$ cat src/rtl/sr_latch_driver_pkg.sv
// Shared types and helpers for the SR latch driver.
package sr_latch_driver_pkg;

  // Sequencer states
  typedef enum logic [1:0] {
    IDLE    = 2'd0,
    DRIVE_S = 2'd1,
    DRIVE_R = 2'd2,
    GAP     = 2'd3
  } state_t;

  // Flops in each input synchroniser chain
  localparam int SYNC_STAGES = 2;

  // Bits needed to hold values 0..max_val; never less than one bit
  function automatic int cnt_width(input int max_val);
    int w;
    w = $clog2(max_val + 1);
    return (w < 1) ? 1 : w;
  endfunction

endpackage

$ cat src/rtl/sr_debounce.sv
// Synchroniser, debounce counter and rising-edge strobe for one raw request line.
module sr_debounce
  import sr_latch_driver_pkg::*;
#(
  parameter int DB_CYCLES = 16
) (
  input  logic clk,
  input  logic rst,
  input  logic raw,
  output logic stb
);

  localparam int CW = cnt_width(DB_CYCLES);
  // The DB_CYCLES-th consecutive mismatching sample is the one that flips the level
  localparam logic [CW-1:0] DB_LAST = CW'(DB_CYCLES - 1);

  logic [SYNC_STAGES-1:0] sync_q;
  logic                   sync_bit;
  logic [CW-1:0]          db_cnt;
  logic                   level;
  logic                   level_d;

  assign sync_bit = sync_q[SYNC_STAGES-1];

  // Metastability chain on the asynchronous request
  always_ff @(posedge clk or posedge rst) begin
    if (rst) begin
      sync_q <= '0;
    end else begin
      sync_q <= {sync_q[SYNC_STAGES-2:0], raw};
    end
  end

  // Count consecutive samples that disagree with the debounced level
  always_ff @(posedge clk or posedge rst) begin
    if (rst) begin
      db_cnt <= '0;
      level  <= 1'b0;
    end else if (sync_bit == level) begin
      db_cnt <= '0;
    end else if (db_cnt == DB_LAST) begin
      db_cnt <= '0;
      level  <= sync_bit;
    end else begin
      db_cnt <= db_cnt + 1'b1;
    end
  end

  // One-cycle strobe on a 0->1 change of the debounced level; releases are ignored
  always_ff @(posedge clk or posedge rst) begin
    if (rst) begin
      level_d <= 1'b0;
      stb     <= 1'b0;
    end else begin
      level_d <= level;
      stb     <= level & ~level_d;
    end
  end

endmodule

$ cat src/rtl/sr_latch_driver.sv
// SR latch driver: conditions two raw request lines and issues mutually
// exclusive, fixed-width S/R drive pulses separated by a recovery gap.
// Optional build macro SR_LATCH_DRIVER_SHADOW_EN adds q_shadow and skips
// pulses that would not change the latch.
//
// state   | meaning
// --------+-----------------------------------------------------------
// IDLE    | outputs inactive, arbitrating pending requests (R wins)
// DRIVE_S | S active, timer counts down the pulse width
// DRIVE_R | R active, timer counts down the pulse width
// GAP     | both inactive, timer counts down the recovery gap
module sr_latch_driver
  import sr_latch_driver_pkg::*;
#(
  parameter int DB_CYCLES    = 16,
  parameter int PULSE_CYCLES = 4,
  parameter int GAP_CYCLES   = 2,
  parameter bit ACTIVE_LOW   = 1'b1
) (
  input  logic clk,
  input  logic rst,
  input  logic set_req,
  input  logic rst_req,
  output logic S,
  output logic R,
  output logic busy,
  output logic conflict
`ifdef SR_LATCH_DRIVER_SHADOW_EN
  ,
  output logic q_shadow
`endif
);

  localparam int TMAX = (PULSE_CYCLES > GAP_CYCLES) ? PULSE_CYCLES : GAP_CYCLES;
  localparam int TW   = cnt_width(TMAX);

  // Timers load N-1 and terminate at zero, giving exactly N cycles
  localparam logic [TW-1:0] PULSE_LOAD = TW'(PULSE_CYCLES - 1);
  localparam logic [TW-1:0] GAP_LOAD   = TW'((GAP_CYCLES > 0) ? (GAP_CYCLES - 1) : 0);

  localparam logic OUT_OFF = ACTIVE_LOW ? 1'b1 : 1'b0;
  localparam logic OUT_ON  = ~OUT_OFF;

  state_t          state;
  logic [TW-1:0]   timer;
  logic            pending_s;
  logic            pending_r;
  logic            set_stb;
  logic            rst_stb;
  logic            want_s;
  logic            want_r;
  logic            need_s;
  logic            need_r;

  sr_debounce #(
    .DB_CYCLES (DB_CYCLES)
  ) u_db_set (
    .clk (clk),
    .rst (rst),
    .raw (set_req),
    .stb (set_stb)
  );

  sr_debounce #(
    .DB_CYCLES (DB_CYCLES)
  ) u_db_rst (
    .clk (clk),
    .rst (rst),
    .raw (rst_req),
    .stb (rst_stb)
  );

  // Requests visible this cycle (a strobe counts even before it lands in its flag),
  // and which of them would actually move the latch
  always_comb begin
    want_s = pending_s | set_stb;
    want_r = pending_r | rst_stb;
`ifdef SR_LATCH_DRIVER_SHADOW_EN
    need_s = want_s & ~q_shadow;
    need_r = want_r &  q_shadow;
`else
    need_s = want_s;
    need_r = want_r;
`endif
  end

  // Sequencer with registered drive, busy and conflict outputs
  always_ff @(posedge clk or posedge rst) begin
    if (rst) begin
      state     <= IDLE;
      timer     <= '0;
      pending_s <= 1'b0;
      pending_r <= 1'b0;
      S         <= OUT_OFF;
      R         <= OUT_OFF;
      busy      <= 1'b0;
      conflict  <= 1'b0;
`ifdef SR_LATCH_DRIVER_SHADOW_EN
      q_shadow  <= 1'b0;
`endif
    end else begin
      conflict <= 1'b0;
      case (state)
        IDLE: begin
          // Everything pending is resolved here: driven, dropped or absorbed
          pending_s <= 1'b0;
          pending_r <= 1'b0;
          if (need_r) begin
            state    <= DRIVE_R;
            R        <= OUT_ON;
            busy     <= 1'b1;
            timer    <= PULSE_LOAD;
            conflict <= want_s;
          end else if (need_s) begin
            state <= DRIVE_S;
            S     <= OUT_ON;
            busy  <= 1'b1;
            timer <= PULSE_LOAD;
          end
        end
        DRIVE_S, DRIVE_R: begin
          pending_s <= pending_s | set_stb;
          pending_r <= pending_r | rst_stb;
          if (timer == '0) begin
            S <= OUT_OFF;
            R <= OUT_OFF;
`ifdef SR_LATCH_DRIVER_SHADOW_EN
            q_shadow <= (state == DRIVE_S);
`endif
            if (GAP_CYCLES == 0) begin
              state <= IDLE;
              busy  <= 1'b0;
            end else begin
              state <= GAP;
              timer <= GAP_LOAD;
            end
          end else begin
            timer <= timer - 1'b1;
          end
        end
        GAP: begin
          pending_s <= pending_s | set_stb;
          pending_r <= pending_r | rst_stb;
          if (timer == '0) begin
            state <= IDLE;
            busy  <= 1'b0;
          end else begin
            timer <= timer - 1'b1;
          end
        end
        default: begin
          state <= IDLE;
          S     <= OUT_OFF;
          R     <= OUT_OFF;
          busy  <= 1'b0;
        end
      endcase
    end
  end

endmodule

$ cat config.mk
export PLATFORM = sky130hd
export DESIGN_NAME = sr_latch_driver
export DESIGN_NICKNAME = d
export VERILOG_FILES = /design/src/rtl/sr_latch_driver_pkg.sv /design/src/rtl/sr_debounce.sv /design/src/rtl/sr_latch_driver.sv
export SDC_FILE = /design/constraint.sdc
export NUM_CORES = 1
export LEC_CHECK = 0
export ABC_AREA = 1
export CORE_ASPECT_RATIO = 0.9
export CORE_UTILIZATION = 45
export DETAILED_ROUTE_END_ITERATION = 8
export PLACE_DENSITY_LB_ADDON = 0.05
export SLEW_MARGIN = 20
export SYNTH_ARGS = -nofsm -noshare
export SYNTH_HDL_FRONTEND = slang
export SYNTH_HIERARCHICAL = 1
export SYNTH_SLANG_ARGS = --single-unit
$ cat constraint.sdc
create_clock -name clk -period 1.5 [get_ports clk]
set_clock_uncertainty 0.05 [all_clocks]
set_input_delay 0.3 -clock clk [delete_from_list [all_inputs] [get_ports clk]]
set_output_delay 0.3 -clock clk [all_outputs]
set_load 0.01 [all_outputs]
Yosys cells after proc, flatten, opt, wreduce, memory -nomap -nowiden. Index checks and enable logic that the tools add are counted.

Bits in registers: 31. Input port bits: 4. Output and inout port bits: 4. Word-level logic and storage cells: 84.

Add/sub/neg operators: 3. Equality and inequality tests: 14. Muxes and demuxes: 28. Bitwise logic cells: 8. Reduce and logical (&&, ||, !) cells: 13.

Operators with widths (count): two-way mux 5 bit (4); two-way mux 3 bit (4); inequality test 2 bit, second input constant (6); adder 5 x 1 -> 5 bit, second input constant (2); == test 5 x 4 -> 1 bit, second input constant (2); one-hot mux 1 bit (2 select lines) (5); two-way mux 1 bit (9); one-hot mux 3 bit (3 select lines) (1); AND reduction 3 bit (3); two-way mux 2 bit (4); one-hot mux 2 bit (3 select lines) (1); AND reduction 2 bit (3); == test 2 bit, second input constant (2); NOT 1 bit (4); AND reduction 4 bit (1); nonzero test 2 bit (2); logical NOT 3 bit (1); inequality test 3 bit, second input constant (1); OR reduction 3 bit (1); subtractor 3 x 1 -> 3 bit, second input constant (1); AND 1 bit (2); == test 1 bit (2); == test 2 x 1 -> 1 bit, second input constant (1); logical NOT 2 bit (1); 2 further kinds (3).

Logic depth before layout (Yosys ltp).
Depth after elaboration: 4. Mapped depth: 10.

Cells and area by module. The synthesis kept the hierarchy.

By module, submodules not included: sr_debounce (instances 2, cells each 40, area an instance 384.1 µm², seq. area each 250.2 µm²); sr_latch_driver (instances 1, cells each 84, area an instance 663.1 µm², seq. area each 277.8 µm²).

Worst setup path before layout. No wires, ideal clock.

Path type: register to register. Start point: register state[0]. End point: register timer[0]. Setup time: 0.119 ns. Arrival: 1.117 ns. Setup slack: 0.214 ns. Stages on the path, launching flop included: 7. Path buffers: 0. Clock period less this slack: 1.286 ns. Cells stage by stage: dfrtp_1 inv_1 ha_1 o21ai_0 nand3_1 nand2_1 o21ai_2.

Cells in the longest elaborated chain, start to end: 3. Elaborated cells between the ends (all ways): 9.

RTL lines: from (decl) (line sr_latch_driver.sv:44) `state_t state;`; from (signal assigned) (line sr_latch_driver.sv:90) `state <= IDLE;`; from (signal assigned) (line sr_latch_driver.sv:109) `state <= DRIVE_R;`; from (signal assigned) (line sr_latch_driver.sv:115) `state <= DRIVE_S;`; == test 2 x 1 -> 1 bit (tied with other cells) (line sr_latch_driver.sv:103) `case (state)`; OR reduction 2 bit (tied with other cells) (line sr_latch_driver.sv:103); one-hot mux 3 bit (3 select lines) / AND reduction 2 bit (equally long branches); to (signal assigned) (line sr_latch_driver.sv:138) `timer <= timer - 1'b1;`; to (signal assigned) (line sr_latch_driver.sv:148) `timer <= timer - 1'b1;`; to (decl) (line sr_latch_driver.sv:45) `logic [TW-1:0] timer;`.

Parallel ways exist; a longest one is shown, timed or not. A chain may end at the register's enable or synchronous reset.

Worst setup path after layout.
Start point: register R. End point: output port R.

RTL lines: from (decl) (line sr_latch_driver.sv:25) `output logic R,`; from (signal assigned) (line sr_latch_driver.sv:95) `R <= OUT_OFF;`; from (signal assigned) (line sr_latch_driver.sv:110) `R <= OUT_ON;`; from (signal assigned) (line sr_latch_driver.sv:126) `R <= OUT_OFF;`.

No word-level cell between the ends.

==> results.cfg <==
[floorplan]
core_um2 = 3040
std_cell_rows = 19
ios = 8
fp.dieH_um = 55.5
die_w_um = 61.5
dieArea_um2 = 3410
start_util_pct = 47.0

[setup_path]
crit_family = flip-flops
start_kind = register
crit_required_ns = 1.15
critPathBufInv = 1
rrSetupSlack_ns = 0.15
setup.worst_path.class = reg2out
reg2reg_to = timer[0]
cp-end-kind = primary output
crit_path_max_incr_delay_ns = 0.54
r2r-start = timer[0]
cp.arrival_ns = 1.10
worstPathMaxFanout = 2
rr_worst_depth = 9
worstPathCellList = dlygate4sd2_1
cp_slowest_cell = dfstp_2

[placement]
gp_congestion = 0.840
place_area_um2 = 1560
numPortBuffers = 7
dp_hpwl_um = 1640
place_ws_ns = 0.115
dp_cells = 214

[timing]
slew_violations = 0
hold_viol = 0
relSlewSlack_pct = 70.4
setup_ws_ns = 0.0533
setup_viol = 0
rsz0062_at_grt = no
tightest_slew_ns = 0.443
fin_crit_sh_pct = 96.4
min_period_ns = 1.45
tns_ns = 0
holdWs_ns = 0.265
clock.fmax_mhz = 691

[finish]
final_cell_area_um2 = 1630
n_antenna_cell = 0
fin_nets = 190
fin_util_pct = 53.6
drive_above_1_share_pct = 14.4
area_growth_pct = 14.0
fillerInstances = 305
stdcell_count = 222

[outcome]
status = complete, no violations

[clock_network]
htree_num_levels = 2
cts.sinks = 31
clk_pin_slew_ns = 0.10
clock-root-buffer = clkbuf_4
cts_made_buffers = 5
cts_tree = yes
insertion_delay_ns = 0.31
clock_path_buffers = 2

[grt]
grt_antenna_before_repair = 0
overflow = 0
grtUsageTotal_pct = 16.0
grt_pass1_vias = 992
grt_pass1_wl_um = 4000
grt_max_degree = 12

[logic_synthesis]
yosys_warnings = 6
synthesis.area_um2 = 1430
synth-seq-area-share_pct = 54.4
synth_cell_type_count = 19
syn_nets = 175
syn_avg_cell_area_um2 = 8.73
synthCells = 164
ys_ff_latch = 31

[flow_run]
cap_violations = 0

[power]
p_total_mw = 2.59
p_leak_nw = 0.879
irDropWorstVdd_mv = 0.675
powerDensity_nw_per_um2 = 1590

[detailed_routing]
wl_per_cell_um = 9.75
remaining_drc_errors = 0
postRouteAntennaNets = 0
num_vias = 1020
drt_wl_total_um = 2160
drt_iter0_markers = 29
drt-pass1-iter-count = 4
viasPerCell = 4.59

[min_path]
holdCritPathClass = in2async
sequential cells by signal, indices dropped and copies added (netlist names), 2 cells and up:
name / flops
u_db_rst/sync_q: 2
u_db_set/db_cnt: 5
timer: 3
u_db_set/sync_q: 2
state: 2
u_db_rst/db_cnt: 5
power breakdown:
part | total (mW) | internal, mW | switching [mW]
Sequential | 1.03 | 0.964 | 0.0667
Combinational | 1.02 | 0.405 | 0.617
Clock | 0.540 | 0.276 | 0.264
Total | 2.59 | 1.64 | 0.948
cells in the final DEF (no fill, tap or decap), drive strengths merged:
cell / instances
clkbuf: 8
clkdlybuf4s15: 1
nor3: 1
inv: 30
o21ai: 9
nand4: 4
dfrtp: 29
ha: 7
nand3: 9
buf: 1
nor2: 19
nand2: 51
clkdlybuf4s50: 3
dfstp: 2
a21oi: 1
xnor2: 2
dlygate4sd2: 3
worst max path at each step:
stage / start / to / slack (ns) / depth (start not counted)
floorplan: state[0] / timer[0] / 0.21 / 6
global placement: S / S / 0.12 / 1
detailed placement: state[0] / timer[0] / 0.12 / 6
CTS: S / S / 0.03 / 1
global route: R / R / 0.008 / 1
finish: R / R / 0.05 / 1
metal layers:
metal  track usage, %  routed length [um]  vias to the layer above
met5                0                   0                        -
met4             6.67                  17                        0
met3             4.92                  40                        2
met2             25.0                1090                       14
met1             20.3                1020                      477
li1                 -                   -                      527
cell usage after synthesis:
library cell,n,area (um2)
inv_2,2,7.51
dfstp_2,2,52.6
nor3_1,1,5.00
nor2_2,1,6.26
nor2_1,16,60.1
nor2_4,2,22.5
nand3_1,8,40.0
dfrtp_1,29,726
a21oi_1,1,5.00
o21ai_1,2,10.0
o21ai_2,4,35.0
nand3_4,1,17.5
nand2_2,1,6.26
ha_1,7,87.6
o21ai_0,3,15.0
xnor2_1,2,17.5
nand2_1,50,188
inv_1,28,105
nand4_1,4,25.0
cell type report:
cell class                      instances  area, um2  area share (%)
Inverter                               30        113            6.90
Tap cell                               42       52.6            3.22
Clock buffer                            8       68.8            4.22
Sequential cell                        31        778            47.7
Multi-Input combinational cell        103        546            33.4
Timing Repair Buffer                    8       73.8            4.52
logic make-up after synthesis:
| group | count (synthesis) | share of synthesized area [%] |
|---|---|---|
| AND/OR/NAND/NOR | 84 | 25.9 |
| adder cells (fa/ha/maj) | 7 | 6.12 |
| XOR/XNOR | 2 | 1.22 |
| buffers and inverters | 30 | 7.87 |
| AO/OA/AOI/OAI | 10 | 4.54 |
| flip-flops | 31 | 54.4 |
what timing repair did:
action,4_1_cts,5_1_grt
resized for setup,4,6
hold buffers,0,0
buffers inserted,0,0
endpoints found under the setup margin,4,8
Note: power is estimated with default switching activity, not from simulation.
